`config.mk`:
```
export PLATFORM = sky130hd
export DESIGN_NAME = unsigned_down_load_counter
export DESIGN_NICKNAME = d
export VERILOG_FILES = /design/src/rtl/unsigned_down_load_counter.sv
export SDC_FILE = /design/constraint.sdc
export NUM_CORES = 1
export LEC_CHECK = 0
export ABC_CLOCK_PERIOD_IN_PS = 1300
export BUFFER_PORTS_ARGS = -buffer_cell sky130_fd_sc_hd__buf_4
export CORE_AREA = 2 2 39 41
export CTS_CLUSTER_SIZE = 20
export DETAILED_ROUTE_END_ITERATION = 10
export DIE_AREA = 0 0 41 43
export PLACE_DENSITY = 0.48
export SYNTH_ARGS = -nofsm -noshare
export SYNTH_HDL_FRONTEND = slang
export SYNTH_SLANG_ARGS = --single-unit
export TNS_END_PERCENT = 5
```
`constraint.sdc`:
```
create_clock -name C -period 1.3 [get_ports C]
set_input_delay 0.26 -clock C [delete_from_list [all_inputs] [get_ports C]]
set_output_delay 0.26 -clock C [all_outputs]
set_load 0.01 [all_outputs]
```
`src/rtl/unsigned_down_load_counter.sv`:
```
// Loadable unsigned down counter with async clear, terminal-count decode and underflow pulse.
// Define UNSIGNED_DOWN_COUNTER_AUTO_RELOAD_EN to reload the last loaded value on underflow.
module unsigned_down_load_counter #(
   parameter int WIDTH = 4
) (
   input  logic             C,
   input  logic             CLR,
   input  logic             LD,
   input  logic [WIDTH-1:0] D,
   input  logic             CE,
   output logic [WIDTH-1:0] Q,
   output logic             TC,
   output logic             UF,
   output logic             UFS
);

   localparam logic [WIDTH-1:0] ONE = {{(WIDTH-1){1'b0}}, 1'b1};

   logic [WIDTH-1:0] wrap_value;

`ifdef UNSIGNED_DOWN_COUNTER_AUTO_RELOAD_EN
   logic [WIDTH-1:0] reload;

   always_ff @(posedge C or posedge CLR) begin
      if (CLR) begin
         reload <= '0;
      end else if (LD) begin
         reload <= D;
      end
   end

   assign wrap_value = reload;
`else
   assign wrap_value = '1;
`endif

   always_ff @(posedge C or posedge CLR) begin
      if (CLR) begin
         Q   <= '0;
         UF  <= 1'b0;
         UFS <= 1'b0;
      end else if (LD) begin
         Q   <= D;
         UF  <= 1'b0;
         UFS <= 1'b0;
      end else if (CE) begin
         if (Q == '0) begin
            // underflow: next value comes from the reload register or wraps to all ones
            Q   <= wrap_value;
            UF  <= 1'b1;
            UFS <= 1'b1;
         end else begin
            Q   <= Q - ONE;
            UF  <= 1'b0;
         end
      end else begin
         UF <= 1'b0;
      end
   end

   assign TC = (Q == '0);

endmodule
```
==> After elaboration in Yosys (flattened, before gate mapping) <==
Index checks and enable logic that the tools add are counted.
{ "op_classes": {"n_mul": 0, "n_reduce_logical": 4, "bitwise_logic": 0, "n_addsub": 1, "n_eq_ne": 0, "muxes": 9, "n_div": 0, "order_cmp": 0, "n_shift": 0} }
{ "op_table": {"columns": ["cell", "count"], "rows": [
  ["$mux W4", 3],
  ["$mux W1", 6],
  ["$logic_not A4 Y1", 1],
  ["$reduce_bool A2 Y1", 2],
  ["$sub A4 B1 Y4 const B", 1],
  ["$reduce_and A2 Y1", 1]
]} }
{ "totals": {"n_memories": 0, "elab_cells": 17, "latch_bits": 0, "romBits": 0, "mem_bits_rw": 0, "inputBits": 8, "reg_bits": 6, "out_inout_bits": 7} }

==> Longest topological paths before layout <==
Gate-level depths: netlist of the first run.
{ "depth": {"word_depth": 4, "mapped_depth": 5, "ltp_nobuf": 5} }

==> Worst setup path before layout of the first run <==
OpenSTA, ideal clock, no wires.
{ "synth_timing": {"path_type": "reg-to-reg", "from": "reg Q[0]", "to": "reg Q[0]", "arrival_time_ps": 1222, "setup_ps": 92, "period_less_slack_ps": 1314, "path_slack_ps": -14, "required_time_ps": 1208, "path_stages_with_launch": 6, "path_buffers": 0, "cell_sequence": "dfrtp_1 > inv_1 > ha_1 > nor3b_4 > nor2_2 > o31ai_2"} }
{ "synth_via": {"elab_chain_len": 4, "word_cells_on_any_way": 5, "classes_between": "add/sub (1); mux (3); reduce/logical (1)"} }
{ "synth_lines": {"columns": ["element", "line_no", "source"], "rows": [
  ["from (decl)", "11", "output logic [WIDTH-1:0] Q,"],
  ["from (signal assigned)", "49", "Q <= wrap_value;"],
  ["from (signal assigned)", "53", "Q <= Q - ONE;"],
  ["$logic_not A4 Y1", null, null],
  ["net TC", "12", "output logic TC,"],
  ["$mux W4", "47", "if (Q == '0) begin"],
  ["$mux W4", "46", "end else if (CE) begin"],
  ["$mux W4", "42", "end else if (LD) begin"]
]} }
The timed path passes the listed nets, and every way through them passes these cells. The select of a mux whose other input is x is not followed.
A chain may end at the register's enable or synchronous reset.

==> Final worst setup path of the first run <==
{ "layout_timing": {"from": "reg Q[0]", "to": "out TC"} }
{ "layout_via": {"elab_chain_len": 1} }
{ "layout_lines": {"columns": ["element", "line_no", "source"], "rows": [
  ["$logic_not A4 Y1", "61", "assign TC = (Q == '0);"],
  ["to (decl)", "12", null]
]} }
No other way between the ends.

==> impl_metrics.env, run 1 <==
export IMPL_cap_viol_max_count=0
export IMPL_n_antenna_cell=0
export IMPL_yosysWarnings=0
export IMPL_drt_initial_drc_count=2
export IMPL_grt_usage=0.112
export IMPL_synth_edf_count=0
export IMPL_yosysUniqueCellTypes=19
export IMPL_m1WireLength_um=359
export IMPL_grt_overflow=0
export IMPL_place_congestion=0.676
export IMPL_path_clk_slew_ps=50
export IMPL_layoutNonFillerInstCount=78
export IMPL_yosys_register_bits=6
export IMPL_num_rows=14
export IMPL_avgSynthCellArea_um2=9.28
export IMPL_setup_ws_ps=-138
export IMPL_fmax_ghz=0.695
export IMPL_yosysSeqAreaShare=0.449
export IMPL_period_minus_slack_ps=1440
export IMPL_synth_largest_area_cell="dfrtp_1"
export IMPL_clkSinkCount=6
export IMPL_finalMaxSlewViolations=0
export IMPL_die_area_um2=1760
export IMPL_nFillCells=145
export IMPL_synth_nets=45
export IMPL_area_growth_pct=79.0
export IMPL_arrival_ps=1180
export IMPL_setup_violations_final=4
export IMPL_ir_worst_vdd_mv=0.556
export IMPL_slew_headroom=0.836
export IMPL_rsz0062_at_grt="true"
export IMPL_synth_area_leaders="dfrtp_1 45%, nand2_1 7.9%, nor3b_4 5.6%"
export IMPL_tritoncts="built"
export IMPL_vias_per_cell=4.13
export IMPL_routed_wl_met3_um=62
export IMPL_place_ws_ps=32.9
export IMPL_drt_wl_total_um=849
export IMPL_power_density_nw_per_um2=1100
export IMPL_grt_max_degree=11
export IMPL_violations="negative setup slack"
export IMPL_drive_gt1_frac=0.597
export IMPL_hold_path_class="input pin to register"
export IMPL_holdWs_ps=221
export IMPL_leakagePower_nw=0.294
export IMPL_synth_ff_type="dfrtp_1"
export IMPL_critPathRequiredTime_ps=1040
export IMPL_worst_pin_slew_ps=245
export IMPL_fin_crit_sh=1.11
export IMPL_synthArstFlopShare=1.00
export IMPL_port_buffers=14
export IMPL_highest_signal_layer="met4"
export IMPL_status="finished with violations"
export IMPL_cts_root_buf="clkbuf_4"
export IMPL_core_um2=1380
export IMPL_grt_pass1_wl_mm=1.23
export IMPL_cp_max_fo=2
export IMPL_end_kind="output port"
export IMPL_fin_nets=72
export IMPL_synth_area_um2=334
export IMPL_die_w_um=41
export IMPL_crit_path_start_kind="register"
export IMPL_clockBufferDepth=2
export IMPL_antenna_found_initial=0
export IMPL_drtAntennaViolNets=0
export IMPL_met2_length_um=408
export IMPL_setup_worst_path_class="register to output port"
export IMPL_hpwl_um=573
export IMPL_die_h_um=43
export IMPL_fin_skew_ps=3.43
export IMPL_firstDrtPassIters=2
export IMPL_wl_per_cell_um=10.9
export IMPL_place_inst=67
export IMPL_clock_latency_ps=250
export IMPL_synthCells=36
export IMPL_grt_pass1_vias=274
export IMPL_hold_viol=0
export IMPL_initial_core_util=0.241
export IMPL_vias=322
export IMPL_ioPinCount=15
export IMPL_drc_errors=0
export IMPL_cts_buffers=3
export IMPL_cts_max_level=1
export IMPL_synth_top_area_frac=0.449
## worst max-delay path, cell delays in order (launching register included)
cell     delay [ps]
dfrtp_2         400
inv_2            70
ha_4            130
nor3b_4         200
buf_6           130
## flip-flops by register name (all words and copies together), names as in the netlist
signal,flops
Q,4
UF,1
UFS,1
## final cells by class
| class | instances | area, µm² | area share |
|---|---|---|---|
| Inverter | 4 | 15.0 | 0.0251 |
| Sequential cell | 6 | 151 | 0.253 |
| Multi-Input combinational cell | 24 | 188 | 0.314 |
| Tap cell | 16 | 20.0 | 0.0335 |
| Clock buffer | 4 | 26.3 | 0.0439 |
| Timing Repair Buffer | 24 | 198 | 0.331 |
## where the power goes
part | internal (mW) | switching [mW] | leakage [nW] | total [mW]
clock | 0.117 | 0.0779 | 0.0150 | 0.195
sequential | 0.206 | 0.0204 | 0.0745 | 0.226
combinational | 0.141 | 0.0934 | 0.205 | 0.234
total | 0.464 | 0.192 | 0.294 | 0.655
## placed cells by master, fill, tap and decap left out
cell type,count
buf_6,4
dfrtp_2,1
mux2_2,1
inv_2,2
buf_4,19
clkbuf_4,3
nand2_1,7
o21ai_0,1
clkbuf_1,1
nor2_1,4
xnor2_1,1
a21oi_2,1
dfrtp_1,5
inv_1,2
o31ai_2,1
and4_1,1
a31oi_1,1
o21ai_2,1
o21bai_4,1
dlygate4sd3_1,1
nor2_2,1
nor3b_4,1
ha_4,1
o31ai_1,1
## Yosys cell counts, types with 4 or more instances
cell,n
dfrtp_1,6
nand2_1,7
nor2_1,4
inv_1,4
## worst paths after layout
kind                       from    to  slack, ps  cells past startpoint
min                        D[3]  Q[3]        220                      3
max in group asynchronous   CLR  Q[0]        600                      3
max                        Q[0]    TC       -140                      4
min in group asynchronous   CLR    UF        490                      3
max reg2reg                Q[1]   UFS        -40                      8
min reg2reg                 UFS   UFS        520                      2
## timing repair
action | in CTS | in global routing
endpoints found under the setup margin | 1 | 6
pin swaps | 1 | 4
hold buffers | 1 | 0
endpoints found under the hold margin | 6 | 0
resized for setup | 3 | 6
setup buffers | 4 | 2
## stage by stage
| stage | instance area (µm²) | util | power, mW | setup TNS [ps] |
|---|---|---|---|---|
| floorplan | 338 | - | 0.317 | 0 |
| global placement | 477 | 0.344 | 0.395 | 0 |
| detailed placement | 477 | 0.344 | 0.395 | 0 |
| CTS | 553 | 0.400 | 0.625 | -120 |
| global route | 598 | 0.432 | 0.704 | -657 |
| finish | 598 | 0.432 | 0.655 | -207 |
## metal layers
metal	global-route usage	vias up
li1	-	169
met1	0.158	139
met5	0	-
met3	0.0471	2
met2	0.119	12
met4	0.100	0
## cell families (layout without fill, tap and decap cells)
group,after synthesis,after routing,share of synthesized area
and+or+nand+nor,14,14,0.225
muxes,1,1,0.0337
xor gates and xnor gates,1,1,0.0262
buffers and inverters,6,32,0.0711
AOI/OAI and AO/OA,7,7,0.157
DFF,6,6,0.449
adders and majority gates,1,1,0.0374
Power figures use the tool's default switching activity.
==> run 2, diff against run 1 <==
- CELL_PAD_IN_SITES_DETAIL_PLACEMENT: default -> 1
- CELL_PAD_IN_SITES_GLOBAL_PLACEMENT: default -> 1
- PLACE_DENSITY: 0.48 -> 0.62
==> run 2 against run 1 <==
  * The run still ends with negative setup slack left
  * Total power decreased by 4.6%
  * Cell count decreased by 5.1%
  * Highest routed layer unchanged
  * Largest power group is now sequential cells
  * Die area unchanged
  * First-iteration DRC count unchanged
  * Largest cell class is now multi-input gates
  * Sequential share of layout area increased by 2.4 points
  * Cell area decreased by 8.8%
  * Global-route usage increased by 2.8 points
  * Register-to-register slack improved by 70 ps
  * Maximum frequency decreased by 0.88%
  * Clock skew increased by 0.70 ps
==> impl_metrics.env, run 2 (synthesis results as in run 1) <==
export IMPL_slew_headroom=0.824
export IMPL_r2r_end="UFS"
export IMPL_crit_slowest_cell="dfrtp_2"
export IMPL_initial_core_util=0.241
export IMPL_place_inst=67
export IMPL_crit_family="flip-flops"
export IMPL_r2r_start="Q[1]"
export IMPL_layoutNonFillerInstCount=74
export IMPL_cp_max_fo=2
export IMPL_vias_per_cell=4.36
export IMPL_area_growth_pct=63.3
export IMPL_r2r_cells=7
export IMPL_cts_root_buf="clkbuf_4"
export IMPL_hold_depth=3
export IMPL_critical_path_buf_inv_count=2
export IMPL_wl_per_cell_um=12.3
export IMPL_n_antenna_cell=0
export IMPL_final_cell_area_um2=546
export IMPL_grt_max_degree=11
export IMPL_violations="negative setup slack"
export IMPL_hpwl_um=671
export IMPL_cts_max_level=1
export IMPL_fin_nets=68
export IMPL_num_rows=14
export IMPL_die_w_um=41
export IMPL_hold_viol=0
export IMPL_worst_pin_slew_ps=264
export IMPL_power_density_nw_per_um2=1150
export IMPL_grt_pass1_vias=307
export IMPL_die_area_um2=1760
export IMPL_finalMaxSlewViolations=0
export IMPL_die_h_um=43
export IMPL_setup_violations_final=1
export IMPL_antenna_found_initial=0
export IMPL_layout_commonest_cell="buf_4"
export IMPL_drtAntennaViolNets=0
export IMPL_status="finished with violations"
export IMPL_final_util=0.394
export IMPL_fin_skew_ps=4.13
export IMPL_cp_depth=4
export IMPL_total_power_uw=626
export IMPL_arrival_ps=1190
export IMPL_critPathRequiredTime_ps=1040
export IMPL_tritoncts="built"
export IMPL_ioPinCount=15
export IMPL_place_ws_ps=30.2
export IMPL_end_kind="output port"
export IMPL_cap_viol_max_count=0
export IMPL_place_congestion=0.660
export IMPL_holdWs_ps=215
export IMPL_setup_ws_ps=-151
export IMPL_largest_register="Q"
export IMPL_period_minus_slack_ps=1450
export IMPL_drive_gt1_frac=0.552
export IMPL_drc_errors=0
export IMPL_path_clk_slew_ps=60
export IMPL_clockBufferDepth=2
export IMPL_tns_ps=-151
export IMPL_clock_latency_ps=250
export IMPL_drt_initial_drc_count=2
export IMPL_ir_worst_vdd_mv=0.433
export IMPL_drt_wl_total_um=911
export IMPL_grt_usage=0.139
export IMPL_layout_common_cells="18 x buf_4, 7 x nand2_1, 5 x dfrtp_1"
export IMPL_hold_end="Q[1]"
export IMPL_cp_slowest_stage_delay_ps=410
export IMPL_cts_buffers=3
export IMPL_fin_crit_sh=1.12
export IMPL_port_buffers=14
export IMPL_clkSinkCount=6
export IMPL_nFillCells=173
export IMPL_worstHoldStart="D[1]"
export IMPL_largest_reg_flops=4
export IMPL_setup_worst_path_class="register to output port"
export IMPL_hold_path_class="input pin to register"
export IMPL_leakagePower_nw=0.268
export IMPL_crit_path_start_kind="register"
export IMPL_grt_overflow=0
export IMPL_core_um2=1380
export IMPL_vias=323
export IMPL_place_area_um2=477
export IMPL_rsz0062_at_grt="true"
export IMPL_firstDrtPassIters=4
export IMPL_grt_pass1_wl_mm=1.41
export IMPL_reg_top3="Q: 4 flops, UF: 1 flops, UFS: 1 flops"
export IMPL_r2r_slack_ps=30
export IMPL_fmax_ghz=0.689
export IMPL_critical_path_cell_chain="inv_2, ha_4, nor3b_4, buf_6"
-- run 2: worst max-delay path by stage --
stage	from	slack [ps]	endpoint
finish	Q[0]	-150	TC
global placement	Q[1]	40	TC
floorplan	Q[0]	9	Q[0]
CTS	Q[1]	-170	TC
detailed placement	Q[0]	30	TC
global route	Q[0]	-230	TC
-- run 2: worst reg2reg max path: stages (launching register included) --
cell and delay [ps]:
dfrtp_1 370, inv_2 60, ha_4 150, nor3b_4 150
buf_4 140, buf_4 130, a21oi_2 110, nor2_1 40
-- run 2: area by class of cell --
type / instances / area (µm²) / area share
Clock buffer: 4 / 26.3 / 0.0482
Timing Repair Buffer: 20 / 156 / 0.287
Sequential cell: 6 / 151 / 0.278
Inverter: 4 / 15.0 / 0.0275
Multi-Input combinational cell: 24 / 176 / 0.323
Tap cell: 16 / 20.0 / 0.0367
-- run 2: power breakdown --
part           switching [mW]  leakage, nW  total, mW  internal (mW)
combinational          0.0865        0.179      0.194          0.107
clock                  0.0887       0.0150      0.206          0.118
sequential             0.0196       0.0745      0.225          0.206
-- run 2: what timing repair did --
item                       4_1_cts  5_1_grt
cloned                           0        0
hold endpoints to repair         6        0
pin swaps                        2        3
buffers inserted                 2        0
hold buffers                     1        0
gates resized for setup          4        1
setup endpoints to repair        1        5
-- run 2: layer usage --
layer  vias to the layer above  wire length [µm]  global-route usage
li1                        162                 -                   -
met1                       147               340               0.151
met2                        12               499               0.194
met3                         2                51              0.0471
met4                         0                19               0.140
met5                         -                 0                   0
